`config.mk`:
```
export PLATFORM = sky130hd
export DESIGN_NAME = mult4_controller
export DESIGN_NICKNAME = d
export VERILOG_FILES = /design/src/rtl/mult4_controller.sv
export SDC_FILE = /design/constraint.sdc
export NUM_CORES = 1
export LEC_CHECK = 0
export ABC_CLOCK_PERIOD_IN_PS = 1800
export CAP_MARGIN = 20
export CORE_MARGIN = 5
export CORE_UTILIZATION = 44
export CTS_CLUSTER_DIAMETER = 30
export DETAILED_ROUTE_END_ITERATION = 10
export PLACE_DENSITY_LB_ADDON = 0.08
export REMOVE_ABC_BUFFERS = 1
export SLEW_MARGIN = 20
export SYNTH_ARGS = -nofsm -noshare
export SYNTH_HDL_FRONTEND = slang
export SYNTH_SLANG_ARGS = --single-unit
```
`constraint.sdc`:
```
create_clock -name clk -period 1.8 [get_ports clk]
set_clock_uncertainty 0.2 [all_clocks]
set_input_delay 0.36 -clock clk [delete_from_list [all_inputs] [get_ports clk]]
set_output_delay 0.36 -clock clk [all_outputs]
set_load 0.05 [all_outputs]
```
`src/rtl/mult4_controller.sv`:
```
// Moore sequencer for the 4x4 multiplier datapath: load operands, clear the accumulator,
// step the four 2x2 partial products with shift/accumulate control, then hold done.
module mult4_controller #(
    parameter logic        SEL_HI      = 1'b0,
    parameter int unsigned DONE_CYCLES = 1     // valid range 1..15
) (
    input  logic clk,
    input  logic rst,
    input  logic start,
    output logic ld1,
    output logic acc_clr,
    output logic ld2,
    output logic s0,
    output logic s1,
    output logic s2,
    output logic busy,
    output logic done
);

    localparam logic [2:0] StIdle = 3'd0;
    localparam logic [2:0] StLoad = 3'd1;
    localparam logic [2:0] StPpHh = 3'd2;
    localparam logic [2:0] StPpHl = 3'd3;
    localparam logic [2:0] StPpLh = 3'd4;
    localparam logic [2:0] StPpLl = 3'd5;
    localparam logic [2:0] StDone = 3'd6;

    localparam logic [3:0] DoneLast = 4'(DONE_CYCLES - 1);

    logic [2:0] state_q, state_d;
    logic [3:0] done_cnt_q, done_cnt_d;

    always_ff @(posedge clk) begin
        if (rst) begin
            state_q    <= StIdle;
            done_cnt_q <= 4'd0;
        end else begin
            state_q    <= state_d;
            done_cnt_q <= done_cnt_d;
        end
    end

    always_comb begin
        state_d    = state_q;
        done_cnt_d = done_cnt_q;
        case (state_q)
            StIdle: begin
                done_cnt_d = 4'd0;
                if (start) begin
                    state_d = StLoad;
                end
            end
            StLoad: state_d = StPpHh;
            StPpHh: state_d = StPpHl;
            StPpHl: state_d = StPpLh;
            StPpLh: state_d = StPpLl;
            StPpLl: begin
                state_d    = StDone;
                done_cnt_d = 4'd0;
            end
            StDone: begin
                if (done_cnt_q == DoneLast) begin
                    state_d    = StIdle;
                    done_cnt_d = 4'd0;
                end else begin
                    done_cnt_d = done_cnt_q + 4'd1;
                end
            end
            // Unused encoding recovers to idle.
            default: begin
                state_d    = StIdle;
                done_cnt_d = 4'd0;
            end
        endcase
    end

    // Outputs decoded from state alone, so start never reaches them combinationally.
    always_comb begin
        ld1     = 1'b0;
        acc_clr = 1'b0;
        ld2     = 1'b0;
        s0      = SEL_HI;
        s1      = SEL_HI;
        s2      = 1'b0;
        busy    = 1'b1;
        done    = 1'b0;
        case (state_q)
            StIdle: busy = 1'b0;
            StLoad: begin
                ld1     = 1'b1;
                acc_clr = 1'b1;
            end
            StPpHh: ld2 = 1'b1;
            StPpHl: begin
                ld2 = 1'b1;
                s1  = ~SEL_HI;
                s2  = 1'b1;
            end
            StPpLh: begin
                ld2 = 1'b1;
                s0  = ~SEL_HI;
            end
            StPpLl: begin
                ld2 = 1'b1;
                s0  = ~SEL_HI;
                s1  = ~SEL_HI;
                s2  = 1'b1;
            end
            StDone: done = 1'b1;
            default: busy = 1'b0;
        endcase
    end

endmodule
```
==> results of run 1 <==
-- through the flow --
step,instance area [um^2],util (%),total power [mW],hold slack (ns)
floorplan,538,-,0.259,0.229
global placement,787,62.0,0.339,0.309
detailed placement,787,62.0,0.340,0.315
CTS,863,68.0,0.513,0.325
global route,881,69.4,0.539,0.360
finish,881,69.4,0.509,0.322
-- sequential cells by signal (all words and copies together) (netlist names) --
| register | flops |
|---|---|
| state_q | 3 |
| done_cnt_q | 4 |
-- cell families (layout without fill, tap and decap cells) --
| kind of cell | after synthesis | count (layout) | synth area share, % |
|---|---|---|---|
| AND/OR/NAND/NOR | 26 | 26 | 34.4 |
| AO/OA/AOI/OAI | 13 | 13 | 18.7 |
| buffers and inverters | 13 | 34 | 11.5 |
| flip-flops | 7 | 7 | 24.4 |
| adder cells (fa/ha/maj) | 5 | 5 | 10.9 |
-- worst reg2reg max path, stage by stage, from the launching register on --
cell	delay (ns)
dfxtp_2	0.33
buf_6	0.12
buf_4	0.15
ha_1	0.20
nor2b_1	0.13
a2111o_1	0.39
a21oi_1	0.12
-- cell usage after synthesis (all sizes together) --
master | n | share of area, %
nor3 | 2 | 1.7
or4 | 3 | 3.9
dfxtp | 7 | 24
nand3 | 1 | 0.87
o21ai | 4 | 3.5
nand2b | 3 | 3.3
and2b | 1 | 1.3
and4bb | 1 | 2.2
o311ai | 1 | 2.8
nor3b | 2 | 3.5
a21oi | 2 | 1.7
o221ai | 1 | 1.5
o31a | 1 | 1.5
inv | 8 | 5.2
a2111o | 1 | 2.0
ha | 5 | 11
and3b | 1 | 1.5
nand2 | 1 | 0.65
nor2 | 2 | 1.3
buf | 5 | 6.3
nand4bb | 1 | 4.8
o21a | 1 | 1.3
o211ai | 2 | 4.4
or3b | 1 | 1.5
or3 | 2 | 2.4
nor2b | 5 | 5.4
-- per-layer routing --
metal / vias up / GRT usage, % / part of all wire (%)
met5: - / 0 / 0
met4: 0 / 6.82 / 0.91
met3: 2 / 5.47 / 3.6
met2: 9 / 23.6 / 49
met1: 250 / 19.7 / 46
li1: 266 / - / -
-- repair_timing --
item,CTS,global route
setup buffers,2,0
endpoints found under the setup margin,8,7
gates resized for setup,11,3
pin swaps,1,0
-- cell type report --
class / instances / area (um^2)
clock buffer: 4 / 26.3
multi-input combinational: 44 / 404
fill: 96 / 388
sequential: 7 / 145
inverter: 8 / 30.0
timing repair buffer: 22 / 256
tap: 15 / 18.8
-- report_power, final --
| group | internal, mW | leakage [nW] | switching [mW] |
|---|---|---|---|
| Combinational | 0.0929 | 0.292 | 0.0979 |
| Clock | 0.0851 | 0.0150 | 0.0660 |
| Sequential | 0.160 | 0.0580 | 0.00686 |
| Total | 0.338 | 0.365 | 0.171 |
-- final timing paths --
path / cells after the start / startpoint / slack, ns / endpoint
hold / removal: 2 / done_cnt_q[0] / 0.32 / done_cnt_q[0]
hold reg to reg: 2 / done_cnt_q[0] / 0.32 / done_cnt_q[0]
setup reg to reg: 6 / state_q[2] / 0.08 / state_q[1]
setup / recovery: 4 / state_q[2] / -0.16 / busy
==> impl_metrics.csv, run 1 <==
group,metric,value,unit
routing,wire_per_inst,13.2,um
global_route,antenna_found_initial,0,
layout,drive_gt1_share,45.9,%
clock_network,postCtsHoldBufs,0,
floorplan,fp.dieH,46.1,um
timing,setup_ws,-0.158,ns
place,place_ws,-0.130,ns
clock_network,clk_pin_slew,0.06,ns
layout,mostFrequentLayoutCells,"12 x buf_4, 6 x inv_1, 6 x buf_12",
global_route,grt_pass1_wl,2340,um
clock_network,cts-root-buf,"clkbuf_4",
place,gp_congestion,0.713,
clock_network,cts_tree,"yes",
power_and_ir_drop,ir_drop,0.000509,V
timing,worst_slew_pin_slew,0.411,ns
clock_network,htreeDepth,1,
global_route,grt_start_max_net_pins,10,
routing,drt_iter0_drc,3,
clock_network,cts_buffers,3,
synthesis,syn_avg_cell_area,8.97,um^2
timing,rsz0062_at_grt,"yes",
layout,area_growth,53.4,%
routing,firstDrtPassIters,3,
critical_path,cp_max_fo,4,
routing,ant_nets,0,
critical_path,max_stage_delay,0.37,ns
critical_path,path_cells,"buf_6, and2b_1, or3_4, buf_8",
critical_path,crit_buf_inv,2,
layout,nets,94,
critical_path,critPathSlowestCell,"or3_4",
global_route,overflow,0,
routing,drc,0,
synthesis,syn-cell-area,574,um^2
timing,fmax,511,MHz
synthesis,ys_ff_latch,7,
clock_network,clockBufferDepth,2,
critical_path,end_kind,"primary output",
routing,vias,527,
timing,fin_crit_sh,109,%
global_route,grt_usage,15.6,%
synthesis,ys_seq_area_share,24.4,%
layout,instances_no_fill,100,
floorplan,core_region_area,1270,um^2
clock_network,cts_sinks,7,
layout,diodes,0,
power_and_ir_drop,power_density,577,nW/um^2
critical_path,worstSetupPathType,"reg2out",
routing,drt-total-wl,1320,um
place,placed_cells,94,
critical_path,cp.arrival,1.40,ns
place,portBuffers,10,
layout,mostFrequentLayoutCell,"buf_4",
floorplan,die_w,46.1,um
critical_path,start_kind,"flip-flop",
timing,setup_viol,4,
synthesis,synthCells,64,
status,violations,"negative setup slack",
synthesis,synth.distinct_cells,31,
routing,routed_via_density,5.27,
timing,slew_viol_final,0,
timing,slew_headroom,72.6,%
power_and_ir_drop,leakagePower,0.365,nW
timing,setup_tns,-0.331,ns
flow_run,drv_cap,0,
global_route,grt_pass1_vias,528,
floorplan,ios,11,
timing,fin_crit,1.96,ns
critical_path,cpLargestDelayFamily,"simple AND/OR/NAND/NOR gates",
status,run_status,"complete, but fails checks",
timing,hold_viol_final,0,
synthesis,yosys_warnings,0,
clock_network,insertion_delay,0.25,ns
floorplan,start_util,45.3,%
floorplan,dieArea,2130,um^2
hold_path,min_path_type,"reg2reg",
critical_path,critical_path_required,1.24,ns
floorplan,rows,13,
place,place_hpwl,987,um
Note: power is estimated with default switching activity, not from simulation.
==> run 2, diff against run 1 <==
- ABC_AREA: not set -> 1
- ABC_CLOCK_PERIOD_IN_PS: 1800 -> not set
- CORE_AREA: not set -> 5 5 42 44
- CORE_MARGIN: 5 -> not set
- CORE_UTILIZATION: 44 -> not set
- DIE_AREA: not set -> 0 0 47 49
- clock period: 1.8 -> 2.3 ns (I/O delays scaled with it)
==> run 2 against run 1 <==
The run now ends clean. Routed wire length shrank 17%. Non-clock buffer count is 12 lower. Sequential share of layout area grew 2.6 points. Synthesized cell count up 28%. Via count fell by 3.2%. Setup slack better by 0.31 ns. Register-to-register slack gained 0.62 ns. Global-route usage is 3.7 points lower. Combinational power rose by 39%. Largest cell class unchanged. Largest power group unchanged. Highest routed layer is now met3.
==> impl_metrics.csv, run 2 <==
group,metric,value,unit
status,run_status,"complete, no violations",
clock_network,insertion_delay,0.25,ns
power_and_ir_drop,leakagePower,0.362,nW
clock_network,cts_buffers,3,
clock_network,cts_sinks,7,
power_and_ir_drop,power_density,717,nW/um^2
routing,drt-total-wl,1100,um
critical_path,critical_path_required,1.64,ns
synthesis,synth_top_area_cell,"dfxtp_1",
flow_run,drv_cap,0,
place,gp_congestion,0.762,
global_route,grt_pass1_vias,481,
hold_path,worstHoldStart,"done_cnt_q[1]",
timing,fmax,465,MHz
synthesis,yosysTopAreaCellShare,25.6,%
power_and_ir_drop,total_power,526,uW
clock_network,postCtsHoldBufs,0,
critical_path,worstSetupPathType,"reg2out",
synthesis,synth_edf_count,0,
synthesis,syn-cell-area,547,um^2
global_route,grt_usage,11.9,%
global_route,grt_pass1_wl,2020,um
routing,ant_nets,0,
place,place_hpwl,928,um
power_and_ir_drop,internal_power,302,uW
floorplan,rows,14,
routing,drt_iter0_drc,15,
routing,vias,510,
critical_path,cp_max_fo,8,
routing,wire_per_inst,9.96,um
place,portBuffers,10,
global_route,overflow,0,
floorplan,die_w,47,um
routing,firstDrtPassIters,4,
timing,slew_viol_final,0,
timing,rsz0062_at_grt,"no",
layout,mostFrequentLayoutCell,"nand2_1",
timing,hold_ws,0.321,ns
clock_network,clk_pin_slew,0.05,ns
floorplan,dieArea,2300,um^2
synthesis,synth_commonest_cells,"17 x nand2_1, 13 x inv_1, 11 x nor2_1, 7 x dfxtp_1, 5 x ha_1",
place,place_ws,0.404,ns
timing,fin_crit_sh,93.6,%
clock_network,clockBufferDepth,2,
clock_network,htreeDepth,1,
critical_path,crit_top_cell,"inv_1",
clock_network,cts_setup_buffers,0,
critical_path,regToRegStartpoint,"state_q[2]",
synthesis,synth-main-ff-cell,"dfxtp_1",
hold_path,min_path_type,"reg2reg",
critical_path,path_cells,"inv_1, ha_1, inv_1, o21ai_0, buf_4",
layout,nets,103,
synthesis,synthCells,82,
critical_path,start_kind,"flip-flop",
synthesis,synthTopCellsByArea,"dfxtp_1 26%, nand2_1 12%, ha_1 11%",
synthesis,synth.distinct_cells,20,
layout,diodes,0,
layout,drive_gt1_share,25.5,%
global_route,grt_start_max_net_pins,9,
timing,setup_viol,0,
critical_path,crit_buf_inv,3,
clock_network,postCtsResizedCells,0,
routing,drc,0,
power_and_ir_drop,clock_power_share,21.0,%
layout,top_register,"done_cnt_q",
power_and_ir_drop,power.share.switching,42.5,%
synthesis,ys_ff_latch,7,
synthesis,yosys_warnings,0,
synthesis,syn_avg_cell_area,6.67,um^2
layout,reg_top3,"done_cnt_q: 4 flops, state_q: 3 flops",
power_and_ir_drop,p_switching,224,uW
power_and_ir_drop,ir_drop,0.000364,V
timing,fin_crit,2.15,ns
timing,setup_ws,0.148,ns
critical_path,rrSetupSlack,0.70,ns
layout,mostFrequentLayoutCells,"17 x nand2_1, 13 x inv_1, 11 x nor2_1",
clock_network,cts-root-buf,"clkbuf_4",
power_and_ir_drop,combPwrFrac,50.5,%
critical_path,critPathSlowestCell,"dfxtp_1",
routing,routed_via_density,4.64,
global_route,antenna_found_initial,0,
floorplan,core_region_area,1400,um^2
timing,slew_headroom,80.9,%
layout,area_growth,34.1,%
clock_network,cts_tree,"yes",
floorplan,start_util,39.0,%
critical_path,max_stage_delay,0.46,ns
layout,largest_reg_flops,4,
critical_path,cpLargestDelayFamily,"buffers and inverters",
synthesis,synth_most_common_cell,"nand2_1",
timing,worst_slew_pin_slew,0.285,ns
timing,hold_viol_final,0,
critical_path,cp.arrival,1.49,ns
floorplan,fp.dieH,49,um
critical_path,end_kind,"primary output",
critical_path,crit_start,"state_q[2]",
synthesis,ys_seq_area_share,25.6,%
power_and_ir_drop,power_frac_seq,28.5,%
floorplan,ios,11,
synthesis,async_reset_ff_share,0,%
run 2: changes by cell type after synthesis, moves of 3 or more:
cell	delta
nand2_1	+16
nor2_1	+9
nor2b_1	-5
nor2_2	+3
nand2_2	+3
inv_2	+3
or4_1	-3
nand2b_1	-3
inv_1	+5
run 2: logic make-up after synthesis:
family / after synthesis / share of synthesized area, %
AO/OA/AOI/OAI: 8 / 8.69
buffers and inverters: 18 / 13.7
adder cells (fa/ha/maj): 5 / 11.4
AND/OR/NAND/NOR: 44 / 40.5
flip-flops: 7 / 25.6
run 2: cell type report:
cell class | instances | area, um^2
Inverter | 16 | 60.1
Clock buffer | 4 | 26.3
Multi-Input combinational cell | 57 | 332
Timing Repair Buffer | 10 | 155
Tap cell | 16 | 20.0
Sequential cell | 7 | 140
Fill cell | 156 | 668
run 2: power groups by stage:
stage	Sequential, mW	Clock, mW	Combinational, mW
final	0.150	0.110	0.265
after CTS	0.150	0.118	0.269
after global placement	0.153	0	0.267
after detailed placement	0.153	0	0.268
after floorplan	0.149	0	0.171
after global routing	0.152	0.130	0.289
run 2: worst min-delay path: stages (launching register included):
cell and delay [ns]:
dfxtp_1 0.34, nand2_1 0.07, a21oi_1 0.06
run 2: through the flow:
step           instance area (um^2)  TNS [ns]  instances  util, %
4_1_cts                         733         0        110     52.3
2_1_floorplan                   532  -0.00366         80        -
5_1_grt                         733         0        110     52.3
3_3_place_gp                    707         0        106     50.4
3_5_place_dp                    707         0        106     50.4
6_report                        733         0        110     52.3
run 2: per-layer routing:
metal,routed length [um],share of wire [%],global-route usage (%)
met5,0,0,0
met4,0,0,3.69
met3,48,4.4,6.27
met2,575,52,18.6
met1,473,43,13.7
run 2: path summary, 6_finish.rpt:
path | end | cells past startpoint
setup reg to reg | done_cnt_q[3] | 6
setup / recovery | busy | 5
hold / removal | done_cnt_q[1] | 2
hold reg to reg | done_cnt_q[1] | 2
